<file path="config.mk">
export PLATFORM = sky130hd
export DESIGN_NAME = fetch_sequencer
export DESIGN_NICKNAME = d
export VERILOG_FILES = /design/src/rtl/fetch_sequencer.sv
export SDC_FILE = /design/constraint.sdc
export NUM_CORES = 1
export LEC_CHECK = 0
export BUFFER_PORTS_ARGS = -buffer_cell sky130_fd_sc_hd__buf_2
export CELL_PAD_IN_SITES_DETAIL_PLACEMENT = 1
export CELL_PAD_IN_SITES_GLOBAL_PLACEMENT = 1
export CORE_AREA = 5 5 87 89
export DETAILED_ROUTE_END_ITERATION = 10
export DIE_AREA = 0 0 92 94
export PLACE_DENSITY = 0.79
export SYNTH_ARGS = -nofsm -noshare
export SYNTH_HDL_FRONTEND = slang
export SYNTH_SLANG_ARGS = --single-unit
</file>
<file path="constraint.sdc">
create_clock -name clk -period 4 [get_ports clk]
set_input_delay 0.4 -clock clk [delete_from_list [all_inputs] [get_ports clk]]
set_output_delay 0.4 -clock clk [all_outputs]
set_load 0.005 [all_outputs]
</file>
<file path="src/rtl/fetch_sequencer.sv">
`default_nettype none
// ============================================================================
//  Module      : fetch_sequencer
//  Description : Fetch/advance controller around a 16-bit program counter.
//                Reads pc, fetches the instruction word through a ready
//                handshake and holds it in ir for the execute stage. When
//                the execute stage reports completion, it issues a one-cycle
//                registered pcsignal pulse that clocks the program counter.
//                A HALT opcode stops sequencing, and a memory that never
//                answers within TIMEOUT wait cycles latches fetch_err.
//  Ports       : clk, rst            - clock / asynchronous active-high reset
//                run                 - start/continue request (IDLE, SETTLE)
//                pc                  - current program counter value
//                imem_addr, imem_rd  - program memory request
//                imem_ready, imem_data - program memory response
//                ir, opcode, ir_valid - instruction register towards execute
//                exec_done           - execute stage finished ir
//                pcsignal            - registered pulse, clocks the pc
//                halted, fetch_err   - sticky terminal status flags
//                instr_count         - retired instruction count (wraps)
//  Revision    : 1.0 - initial release
// ============================================================================
module fetch_sequencer #(
    parameter int                  DATA_W      = 16,
    parameter int                  ADDR_W      = 16,
    parameter int                  OPCODE_W    = 4,
    parameter logic [OPCODE_W-1:0] HALT_OPCODE = 4'hF,
    parameter int                  TIMEOUT     = 8
) (
    input  logic                clk,
    input  logic                rst,
    input  logic                run,
    input  logic [ADDR_W-1:0]   pc,
    output logic [ADDR_W-1:0]   imem_addr,
    output logic                imem_rd,
    input  logic                imem_ready,
    input  logic [DATA_W-1:0]   imem_data,
    output logic [DATA_W-1:0]   ir,
    output logic [OPCODE_W-1:0] opcode,
    output logic                ir_valid,
    input  logic                exec_done,
    output logic                pcsignal,
    output logic                halted,
    output logic                fetch_err,
    output logic [15:0]         instr_count
);

    // Timeout counter only has to reach TIMEOUT-1.
    localparam int                c_cnt_w   = (TIMEOUT > 2) ? $clog2(TIMEOUT) : 1;
    localparam logic [c_cnt_w-1:0] c_to_last = c_cnt_w'(TIMEOUT - 1);

    typedef enum logic [3:0] {
        S_IDLE    = 4'd0,
        S_FETCH   = 4'd1,
        S_WAIT    = 4'd2,
        S_DECODE  = 4'd3,
        S_EXEC    = 4'd4,
        S_ADVANCE = 4'd5,
        S_SETTLE  = 4'd6,
        S_HALT    = 4'd7,
        S_ERROR   = 4'd8
    } state_t;

    state_t              r_state;
    logic [c_cnt_w-1:0]  r_to_cnt;
    logic [ADDR_W-1:0]   r_imem_addr;
    logic                r_imem_rd;
    logic [DATA_W-1:0]   r_ir;
    logic                r_ir_valid;
    logic                r_pcsignal;
    logic                r_halted;
    logic                r_fetch_err;
    logic [15:0]         r_instr_count;
    logic [OPCODE_W-1:0] w_opcode;

    assign w_opcode = r_ir[DATA_W-1 -: OPCODE_W];

    // ------------------------------------------------------------------------
    // Sequencer. Every output is a flop so pcsignal, which the program
    // counter uses as its clock, can never glitch.
    // ------------------------------------------------------------------------
    always_ff @(posedge clk or posedge rst) begin
        if (rst) begin
            r_state       <= S_IDLE;
            r_to_cnt      <= '0;
            r_imem_addr   <= '0;
            r_imem_rd     <= 1'b0;
            r_ir          <= '0;
            r_ir_valid    <= 1'b0;
            r_pcsignal    <= 1'b0;
            r_halted      <= 1'b0;
            r_fetch_err   <= 1'b0;
            r_instr_count <= '0;
        end else begin
            case (r_state)
                S_IDLE: begin
                    if (run) begin
                        r_state <= S_FETCH;
                    end
                end

                S_FETCH: begin
                    r_imem_addr <= pc;
                    r_imem_rd   <= 1'b1;
                    r_to_cnt    <= '0;
                    r_state     <= S_WAIT;
                end

                S_WAIT: begin
                    // A response on the last allowed wait cycle still wins
                    // over the timeout.
                    if (imem_ready) begin
                        r_ir      <= imem_data;
                        r_imem_rd <= 1'b0;
                        r_state   <= S_DECODE;
                    end else if (r_to_cnt == c_to_last) begin
                        r_imem_rd   <= 1'b0;
                        r_fetch_err <= 1'b1;
                        r_state     <= S_ERROR;
                    end else begin
                        r_to_cnt <= r_to_cnt + c_cnt_w'(1);
                    end
                end

                S_DECODE: begin
                    // HALT is never handed to execute and never retired.
                    if (w_opcode == HALT_OPCODE) begin
                        r_halted <= 1'b1;
                        r_state  <= S_HALT;
                    end else begin
                        r_ir_valid <= 1'b1;
                        r_state    <= S_EXEC;
                    end
                end

                S_EXEC: begin
                    if (exec_done) begin
                        r_ir_valid    <= 1'b0;
                        r_pcsignal    <= 1'b1;
                        r_instr_count <= r_instr_count + 16'd1;
                        r_state       <= S_ADVANCE;
                    end
                end

                S_ADVANCE: begin
                    r_pcsignal <= 1'b0;
                    r_state    <= S_SETTLE;
                end

                S_SETTLE: begin
                    // One spare cycle so the incremented pc is stable
                    // before the next FETCH samples it.
                    if (run) begin
                        r_state <= S_FETCH;
                    end else begin
                        r_state <= S_IDLE;
                    end
                end

                S_HALT: begin
                    r_halted <= 1'b1;
                end

                S_ERROR: begin
                    r_fetch_err <= 1'b1;
                    r_imem_rd   <= 1'b0;
                end

                default: begin
                    r_state <= S_IDLE;
                end
            endcase
        end
    end

    assign imem_addr   = r_imem_addr;
    assign imem_rd     = r_imem_rd;
    assign ir          = r_ir;
    assign opcode      = w_opcode;
    assign ir_valid    = r_ir_valid;
    assign pcsignal    = r_pcsignal;
    assign halted      = r_halted;
    assign fetch_err   = r_fetch_err;
    assign instr_count = r_instr_count;

endmodule
`default_nettype wire

</file>
After elaboration in Yosys (flattened, before gate mapping)
Cells that the tools add are included.
Storage, ports and cells
  bits in registers: 60
  input port bits: 37
  output and inout port bits: 57
  word-level logic and storage cells: 71
Cells by class
  $add $sub $neg: 2
  eq/ne operators: 18
  mux-type cells: 23
  bitwise gates (word level): 1
  reduce and logical (&&, ||, !) cells: 17
Operators with widths (count)
  one-hot mux 4 bit (8 select lines): 1
  adder 16 x 1 -> 16 bit (second input constant): 1
  == test 4 x 3 -> 1 bit (second input constant): 4
  two-way mux 4 bit: 4
  != test 2 bit (second input constant): 7
  AND reduction 2 bit: 5
  nonzero test 2 bit: 5
  two-way mux 1 bit: 9
  AND reduction 3 bit: 3
  == test 4 x 2 -> 1 bit (second input constant): 2
  == test 4 bit (second input constant): 2
  one-hot mux 1 bit (2 select lines): 4
  two-way mux 3 bit: 2
  one-hot mux 3 bit (2 select lines): 1
  == test 4 x 1 -> 1 bit (second input constant): 1
  zero test 4 bit: 1
  AND reduction 4 bit: 1
  adder 3 x 1 -> 3 bit (second input constant): 1
  == test 3 bit (second input constant): 1
  != test 3 bit (second input constant): 1
  one-hot mux 1 bit (3 select lines): 1
  nonzero test 3 bit: 1
  two-way mux 2 bit: 1
  OR reduction 2 bit: 1
  NOT 1 bit: 1

Logic depth before layout (Yosys ltp)
Gate-level depths: netlist of run 1.
  depth after elaboration: 4
  depth in mapped cells: 7
  mapped depth without buffers: 6

Worst setup path after synthesis of run 1
OpenSTA, ideal clock, no wires.
  path kind: register -> register
  start point: register r_state[2]
  end point: register r_ir[0] (netlist: ir[0])
  setup time: 0.127 ns
  arrival time: 1.542 ns
  data required time: 3.873 ns
  slack: 2.331 ns
  cell stages (with the launch flop): 7
  buffers on the path: 3
  clock period less this slack: 1.669 ns
  cells stage by stage: dfrtp_1 buf_4 nor3_1 and3_1 buf_4 buf_6 mux2_1
On the way
  word-level cells in the longest chain between the ends: 2
Ends and longest elaborated chain
  from (decl): line 64  | state_t r_state;
  from (signal assigned): line 84  | r_state <= S_IDLE;
  from (signal assigned): line 98  | r_state <= S_FETCH;
  from (signal assigned): line 106  | r_state <= S_WAIT;
  == test 4 x 2 -> 1 bit: line 95  | case (r_state)
  AND reduction 2 bit (no source line)
  to (signal assigned): line 113  | r_ir <= imem_data;
  to (decl): line 68  | logic [DATA_W-1:0] r_ir;
No other way between the ends.
A chain may end at the register's enable or synchronous reset.

Final worst setup path of run 1
  start point: register r_state[2]
  end point: register r_ir[5] (netlist: ir[5])
Same word-level chain as after synthesis.

==> results of run 1 <==
## path summary, 6_finish.rpt
check                                start              end  slack [ns]  cells after the start
setup / recovery                r_state[2]            ir[5]        1.95                      3
hold / removal                         rst           ir[10]        0.21                      2
setup reg to reg                r_state[2]            ir[5]        1.95                      3
hold reg to reg            instr_count[15]  instr_count[15]        0.46                      1
max in group asynchronous              rst            ir[3]        2.97                      3
min in group clk                     pc[5]     imem_addr[5]        0.26                      3
## worst register-to-register path: stages (launching register included)
cell     delay [ns]
dfrtp_1        0.53
nor3_1         0.30
and3_1         0.71
mux2_1         0.39
## logic make-up after synthesis
family	Yosys count
fa+ha+maj	3
flops	60
simple gates	104
xor+xnor	15
mux	18
compound gates	16
buf+inv	18
## cells in the final DEF (no fill, tap or decap), drive strengths merged, types with 5 or more instances in the layout
cell type	synthesis	layout
a21oi	5	5
buf	8	94
clkbuf	5	10
dfrtp	60	60
inv	5	5
mux2	17	17
nand2	68	68
nor2	9	9
o21ai	5	5
xnor2	10	10
xor2	5	5
## layout make-up
type	instances	area, um2	area share (%)
clock buffers	10	127.6	3.938
flip-flops and latches	60	1501	46.33
multi-input cells	156	989.7	30.54
repair buffers	94	473.0	14.59
well taps	80	100.1	3.089
inverters	5	18.77	0.5792
clock inverters	5	30.03	0.9266
## stage by stage
stage	total power, mW	instances	hold slack, ns	setup WS [ns]
global placement	1.718	395	0.4496	2.032
detailed placement	1.771	395	0.4486	1.908
CTS	2.230	410	0.2342	1.933
finish	2.178	410	0.2099	1.951
global route	2.378	410	0.2354	1.790
floorplan	1.446	234	0.4550	2.115
## state kept, by name, indices dropped and copies added (netlist names), 3 cells and up
signal	cells
imem_addr	16
instr_count	16
ir	16
r_state	4
r_to_cnt	3
## power breakdown
group	switching [mW]	internal (mW)	total [mW]	leakage, nW
sequential	0.176	0.832	1.01	0.749
combinational	0.366	0.359	0.725	0.863
clock	0.227	0.218	0.445	0.0779
total	0.770	1.41	2.18	1.69
## layer usage
layer / track usage (%) / part of all wire, % / wire (um)
met1: 18.36 / 45 / 2680
met2: 24.82 / 46 / 2754
met3: 4.167 / 7.5 / 449
met4: 6.312 / 1.7 / 99
met5: 0 / 0 / 0
==> flow_metrics.py, run 1 <==
metrics = {
    "worst_setup_path": {
        "cp-end-kind": "flip-flop",
        "cpPeakStageDelay_ns": 0.71,
        "path_max_fanout": 18,
        "cp-start-kind": "flip-flop",
        "worstPathCellList": "nor3_1, and3_1, mux2_1",
        "cp.required_ns": 4.21,
        "critPathArrivalTime_ns": 2.26,
        "critPathBufInv": 0,
        "cp_top_family": "simple AND/OR/NAND/NOR gates",
        "crit_type": "flip-flop to flip-flop",
        "crit_path_top_delay_cell": "and3_1",
    },
    "global_route": {
        "grt_pass1_wl_um": 10320,
        "first_global_vias": 2168,
        "grt_usage_pct": 14.98,
        "grt_overflow": 0,
        "grt_max_degree": 38,
        "antenna_found_initial": 0,
    },
    "logic_synthesis": {
        "synth_edf_count": 0,
        "synth_fp_nets": 274,
        "syn-mean-instance-area_um2": 11.07,
        "synth_area_leaders": "dfrtp_1 (58%), nand2_1 (9.9%), mux2_1 (7.0%)",
        "synth_top_area_share_pct": 57.97,
        "ys_types": 41,
        "synth_seq_cells": 60,
        "yosys-top-cells-count": "nand2_1 (68), dfrtp_1 (60), mux2_1 (16)",
        "seq_area_frac_synth_pct": 57.97,
        "netlist_area_mm2": 0.002590,
        "synth_top_family_by_area": "simple AND/OR/NAND/NOR gates",
        "synth_simple_gate_area_share_pct": 20.00,
        "yosysTopAreaCell": "dfrtp_1",
        "synthArstFlopShare_pct": 100.0,
        "synth.area.mux_share_pct": 7.778,
        "synth_top_flop_cell": "dfrtp_1",
        "post_synth_inst_count": 234,
        "synth-xor-area-share_pct": 5.072,
        "synth_compound_area_share_pct": 3.913,
        "synthAdderAreaFrac_pct": 1.449,
        "yosysMostFrequentCell": "nand2_1",
        "ys_warn_count": 0,
    },
    "floorplanning": {
        "start_util_pct": 38.76,
        "die_area_mm2": 0.008648,
        "die_y_um": 94,
        "core-area_mm2": 0.006681,
        "io_pins": 94,
        "row_count": 30,
        "die_w_um": 92,
    },
    "sta": {
        "slew_viol_final": 0,
        "rsz0062_at_grt": "no",
        "fmax_ghz": 0.4880,
        "fin_setup_tns_ns": 0,
        "setup_viol": 0,
        "finalHoldViolCount": 0,
        "slew_headroom_pct": 47.72,
        "min_period_over_period_pct": 51.23,
        "tightest_slew_ns": 0.7842,
        "fin_crit_ns": 2.049,
        "clock_skew_ns": 0.008499,
    },
    "detailed_routing": {
        "vias": 1995,
        "dr.pass1.iters": 4,
        "ant_nets": 0,
        "via_per_inst": 4.866,
        "first_iter_violations": 75,
        "routedWlPerCell_um": 14.59,
        "drt_wl_total_um": 5982,
        "drc": 0,
    },
    "placed_design": {
        "place_hpwl_um": 4474,
        "io_buffers": 93,
        "placed_cell_area_mm2": 0.003083,
        "gp_congestion": 0.7242,
    },
    "run": {
        "max-cap-violations": 0,
    },
    "cells_and_area": {
        "drive_above_1_share_pct": 34.24,
        "n_fill_cell": 798,
        "nets": 366,
        "area_growth_pct": 25.12,
        "final_util_pct": 48.50,
        "stdcell_area_mm2": 0.003241,
        "antenna_cells": 0,
    },
    "clock_tree": {
        "ctsLongestPathBuffers": 2,
        "post_cts_buffers": 0,
        "cts_hold_buf": 0,
        "cts_inserted_buffers": 9,
        "clk_pin_slew_ns": 0.07,
        "cts_root_buf": "clkbuf_8",
        "cts.repair.resized": 0,
        "clock_latency_ns": 0.33,
        "cts_tree": "yes",
        "htree_levels": 3,
        "cts_sinks": 60,
    },
    "run_status": {
        "status": "complete, no violations",
    },
    "power": {
        "ir_worst_vdd_uv": 253.3,
        "power_leakage_nw": 1.690,
        "powerDensity_mw_per_mm2": 672.2,
    },
    "min_path": {
        "hold_class": "input pin to async pin",
    },
}
Power figures use the tool's default switching activity.
==> inputs of run 2 (changes only) <==
==> config.mk (replaced) <==
export PLATFORM = sky130hd
export DESIGN_NAME = fetch_sequencer
export DESIGN_NICKNAME = d
export VERILOG_FILES = /design/src/rtl/fetch_sequencer.sv
export SDC_FILE = /design/constraint.sdc
export NUM_CORES = 1
export LEC_CHECK = 0
export ABC_AREA = 1
export BUFFER_PORTS_ARGS = -buffer_cell sky130_fd_sc_hd__buf_2
export CELL_PAD_IN_SITES_DETAIL_PLACEMENT = 1
export CELL_PAD_IN_SITES_GLOBAL_PLACEMENT = 1
export CORE_AREA = 5 5 100 102
export DETAILED_ROUTE_END_ITERATION = 10
export DIE_AREA = 0 0 105 107
export PLACE_DENSITY = 0.71
export SYNTH_ARGS = -nofsm -noshare
export SYNTH_HDL_FRONTEND = slang
export SYNTH_SLANG_ARGS = --single-unit
==> constraint.sdc (replaced) <==
create_clock -name clk -period 1.88 [get_ports clk]
set_input_delay 0.188 -clock clk [delete_from_list [all_inputs] [get_ports clk]]
set_output_delay 0.188 -clock clk [all_outputs]
set_load 0.005 [all_outputs]
==> run 2 against run 1 <==
Core utilization fell by 8.9 points. Wire length increased by 25%. First-iteration DRC count grew 17%. Critical path type unchanged. Worst setup slack got worse by 1.6 ns. Combinational power decreased by 86%.
==> flow_metrics.py, run 2 <==
metrics = {
    "run_status": {
        "status": "complete, no violations",
    },
    "sta": {
        "slew_headroom_pct": 78.43,
        "clock_skew_ns": 0.009373,
        "fin_crit_ns": 1.547,
        "setup_viol": 0,
        "setup_ws_ns": 0.3332,
        "fmax_ghz": 0.6465,
        "finalHoldViolCount": 0,
        "tightest_slew_ns": 0.3236,
        "rsz0062_at_grt": "no",
        "fin_setup_tns_ns": 0,
        "min_period_over_period_pct": 82.28,
        "slew_viol_final": 0,
    },
    "placed_design": {
        "gp_congestion": 0.7610,
        "io_buffers": 93,
        "place_hpwl_um": 5674,
        "dp_slack_ns": 0.3561,
    },
    "cells_and_area": {
        "area_growth_pct": 28.04,
        "final_common_cell": "nand2_1",
        "n_fill_cell": 1131,
        "multi_input_area_mm2": 0.001114,
        "antenna_cells": 0,
        "final_util_pct": 39.58,
        "seqCellArea_mm2": 0.001501,
        "layout_common_cells": "nand2_1 (171), buf_2 (93), dfrtp_1 (60)",
        "drive_above_1_share_pct": 27.19,
        "nets": 491,
    },
    "worst_setup_path": {
        "crit_type": "flip-flop to flip-flop",
        "r2r_end": "r_state[0]",
        "critPathLaunch": "r_to_cnt[0]",
        "cp-end-kind": "flip-flop",
        "cp-start-kind": "flip-flop",
        "r2r_start": "r_to_cnt[0]",
        "critPathArrivalTime_ns": 1.76,
        "reg2regPathDepth": 8,
        "cp.required_ns": 2.09,
        "path_max_fanout": 6,
        "r2r_slack_ns": 0.33,
    },
    "logic_synthesis": {
        "synth_seq_cells": 60,
        "yosysMostFrequentCell": "nand2_1",
        "post_synth_inst_count": 353,
        "seq_area_frac_synth_pct": 53.84,
        "synth_top_flop_cell": "dfrtp_1",
        "yosysTopAreaCell": "dfrtp_1",
        "synth_area_leaders": "dfrtp_1 (54%), nand2_1 (23%), nor2_1 (3.8%)",
        "ys_warn_count": 0,
        "synth_edf_count": 0,
        "yosys-top-cells-count": "nand2_1 (171), dfrtp_1 (60), nor2_1 (28)",
        "syn-mean-instance-area_um2": 7.901,
        "synthArstFlopShare_pct": 100.0,
        "ys_types": 24,
        "synth_top_area_share_pct": 53.84,
        "netlist_area_mm2": 0.002789,
        "synth_fp_nets": 393,
    },
    "floorplanning": {
        "io_pins": 94,
        "die_w_um": 105,
        "die_area_mm2": 0.01124,
        "core-area_mm2": 0.009021,
        "start_util_pct": 30.92,
        "row_count": 35,
        "die_y_um": 107,
    },
    "clock_tree": {
        "cts_root_buf": "clkbuf_8",
        "ctsLongestPathBuffers": 2,
        "cts_sinks": 60,
        "post_cts_buffers": 0,
        "clk_pin_slew_ns": 0.07,
        "cts_inserted_buffers": 9,
        "cts_tree": "yes",
        "htree_levels": 3,
        "clock_latency_ns": 0.33,
    },
    "detailed_routing": {
        "drt_wl_total_um": 7492,
        "ant_nets": 0,
        "dr.pass1.iters": 4,
        "drc": 0,
        "routedWlPerCell_um": 13.21,
        "via_per_inst": 4.481,
        "vias": 2541,
        "first_iter_violations": 88,
    },
    "min_path": {
        "hold_path_startpoint": "imem_data[10]",
        "hold_depth": 3,
        "hold_class": "input pin to flip-flop",
        "hold_end": "ir[10]",
    },
    "global_route": {
        "grt_pass1_wl_um": 13070,
        "grt_max_degree": 61,
        "antenna_found_initial": 0,
        "grt_overflow": 0,
        "grt_usage_pct": 14.46,
        "first_global_vias": 2662,
    },
    "run": {
        "max-cap-violations": 0,
    },
    "power": {
        "design_power_total_mw": 2.584,
        "powerDensity_mw_per_mm2": 723.7,
        "power_leakage_nw": 1.929,
        "ir_worst_vdd_uv": 304.3,
    },
}
==> run 2: cell types whose count changed in the layout (fill, tap and decap cells not counted), sizes merged, moves of 3 or more <==
cell   change
nand2    +106
o21ai      +9
nor2      +22
nand3     +16
mux2      -17
buf        +3
a21oi      -3
inv       +20
xor2       -3
xnor2      -5
==> run 2: layout make-up <==
type | instances | share of cell area, %
clock buffers | 12 | 4.345
clock inverters | 4 | 1.331
repair buffers | 98 | 14.51
multi-input cells | 257 | 31.18
inverters | 25 | 2.698
well taps | 111 | 3.889
flip-flops and latches | 60 | 42.05
==> run 2: routing by layer <==
| layer | vias to the layer above | routed length, um | global-route usage, % | part of all wire, % |
|---|---|---|---|---|
| met5 | - | 0 | 0 | 0 |
| met4 | 0 | 125 | 6.301 | 1.7 |
| met3 | 10 | 643 | 4.997 | 8.6 |
| met2 | 76 | 3249 | 22.08 | 43 |
| met1 | 1176 | 3474 | 18.52 | 46 |
| li1 | 1279 | - | - | - |
==> run 2: cell families (layout without fill, tap and decap cells) <==
| family | Yosys count | in the layout | synth area share (%) |
|---|---|---|---|
| buffers and inverters | 36 | 139 | 6.236 |
| adders and majority gates | 3 | 3 | 1.346 |
| AOI/OAI and AO/OA | 16 | 16 | 2.871 |
| xor gates and xnor gates | 7 | 7 | 2.198 |
| and+or+nand+nor | 231 | 231 | 33.51 |
| DFF | 60 | 60 | 53.84 |
==> run 2: through the flow <==
stage	instances	hold WS, ns	instance area (um2)
5_1_grt	567	0.03238	3571
4_1_cts	567	0.02348	3571
3_5_place_dp	550	0.2812	3358
6_report	567	0.04601	3571
2_1_floorplan	353	0.2976	2789
3_3_place_gp	550	0.2780	3358
==> run 2: repair_timing <==
item | 4_1_cts | 5_1_grt
gates resized for setup | 0 | 0
setup endpoints to repair | 0 | 0
hold buffers | 1 | 0
hold endpoints to repair | 60 | 0
==> run 2: worst max-delay path, cell delays in order (launching register included) <==
cell     delay, ns
dfrtp_1       0.39
ha_1          0.20
ha_1          0.19
nor2_1        0.21
nand2_2       0.14
nand2_1       0.09
nor2_1        0.06
o21ai_1       0.08
nand2_1       0.07
==> run 2: worst max-delay path by stage <==
stage | endpoint | depth (start not counted)
after floorplan | fetch_err | 1
after global placement | instr_count[4] | 7
after detailed placement | r_state[0] | 8
after CTS | r_state[0] | 8
after global routing | r_state[0] | 8
final | r_state[0] | 8
==> run 2: where the power goes <==
| group | internal, mW | leakage, nW | total (mW) | switching, mW |
|---|---|---|---|---|
| logic | 0.0441 | 1.12 | 0.0999 | 0.0557 |
| clock network | 0.680 | 0.102 | 1.18 | 0.497 |
| registers | 1.30 | 0.707 | 1.31 | 0.00894 |
| total | 2.02 | 1.93 | 2.58 | 0.561 |
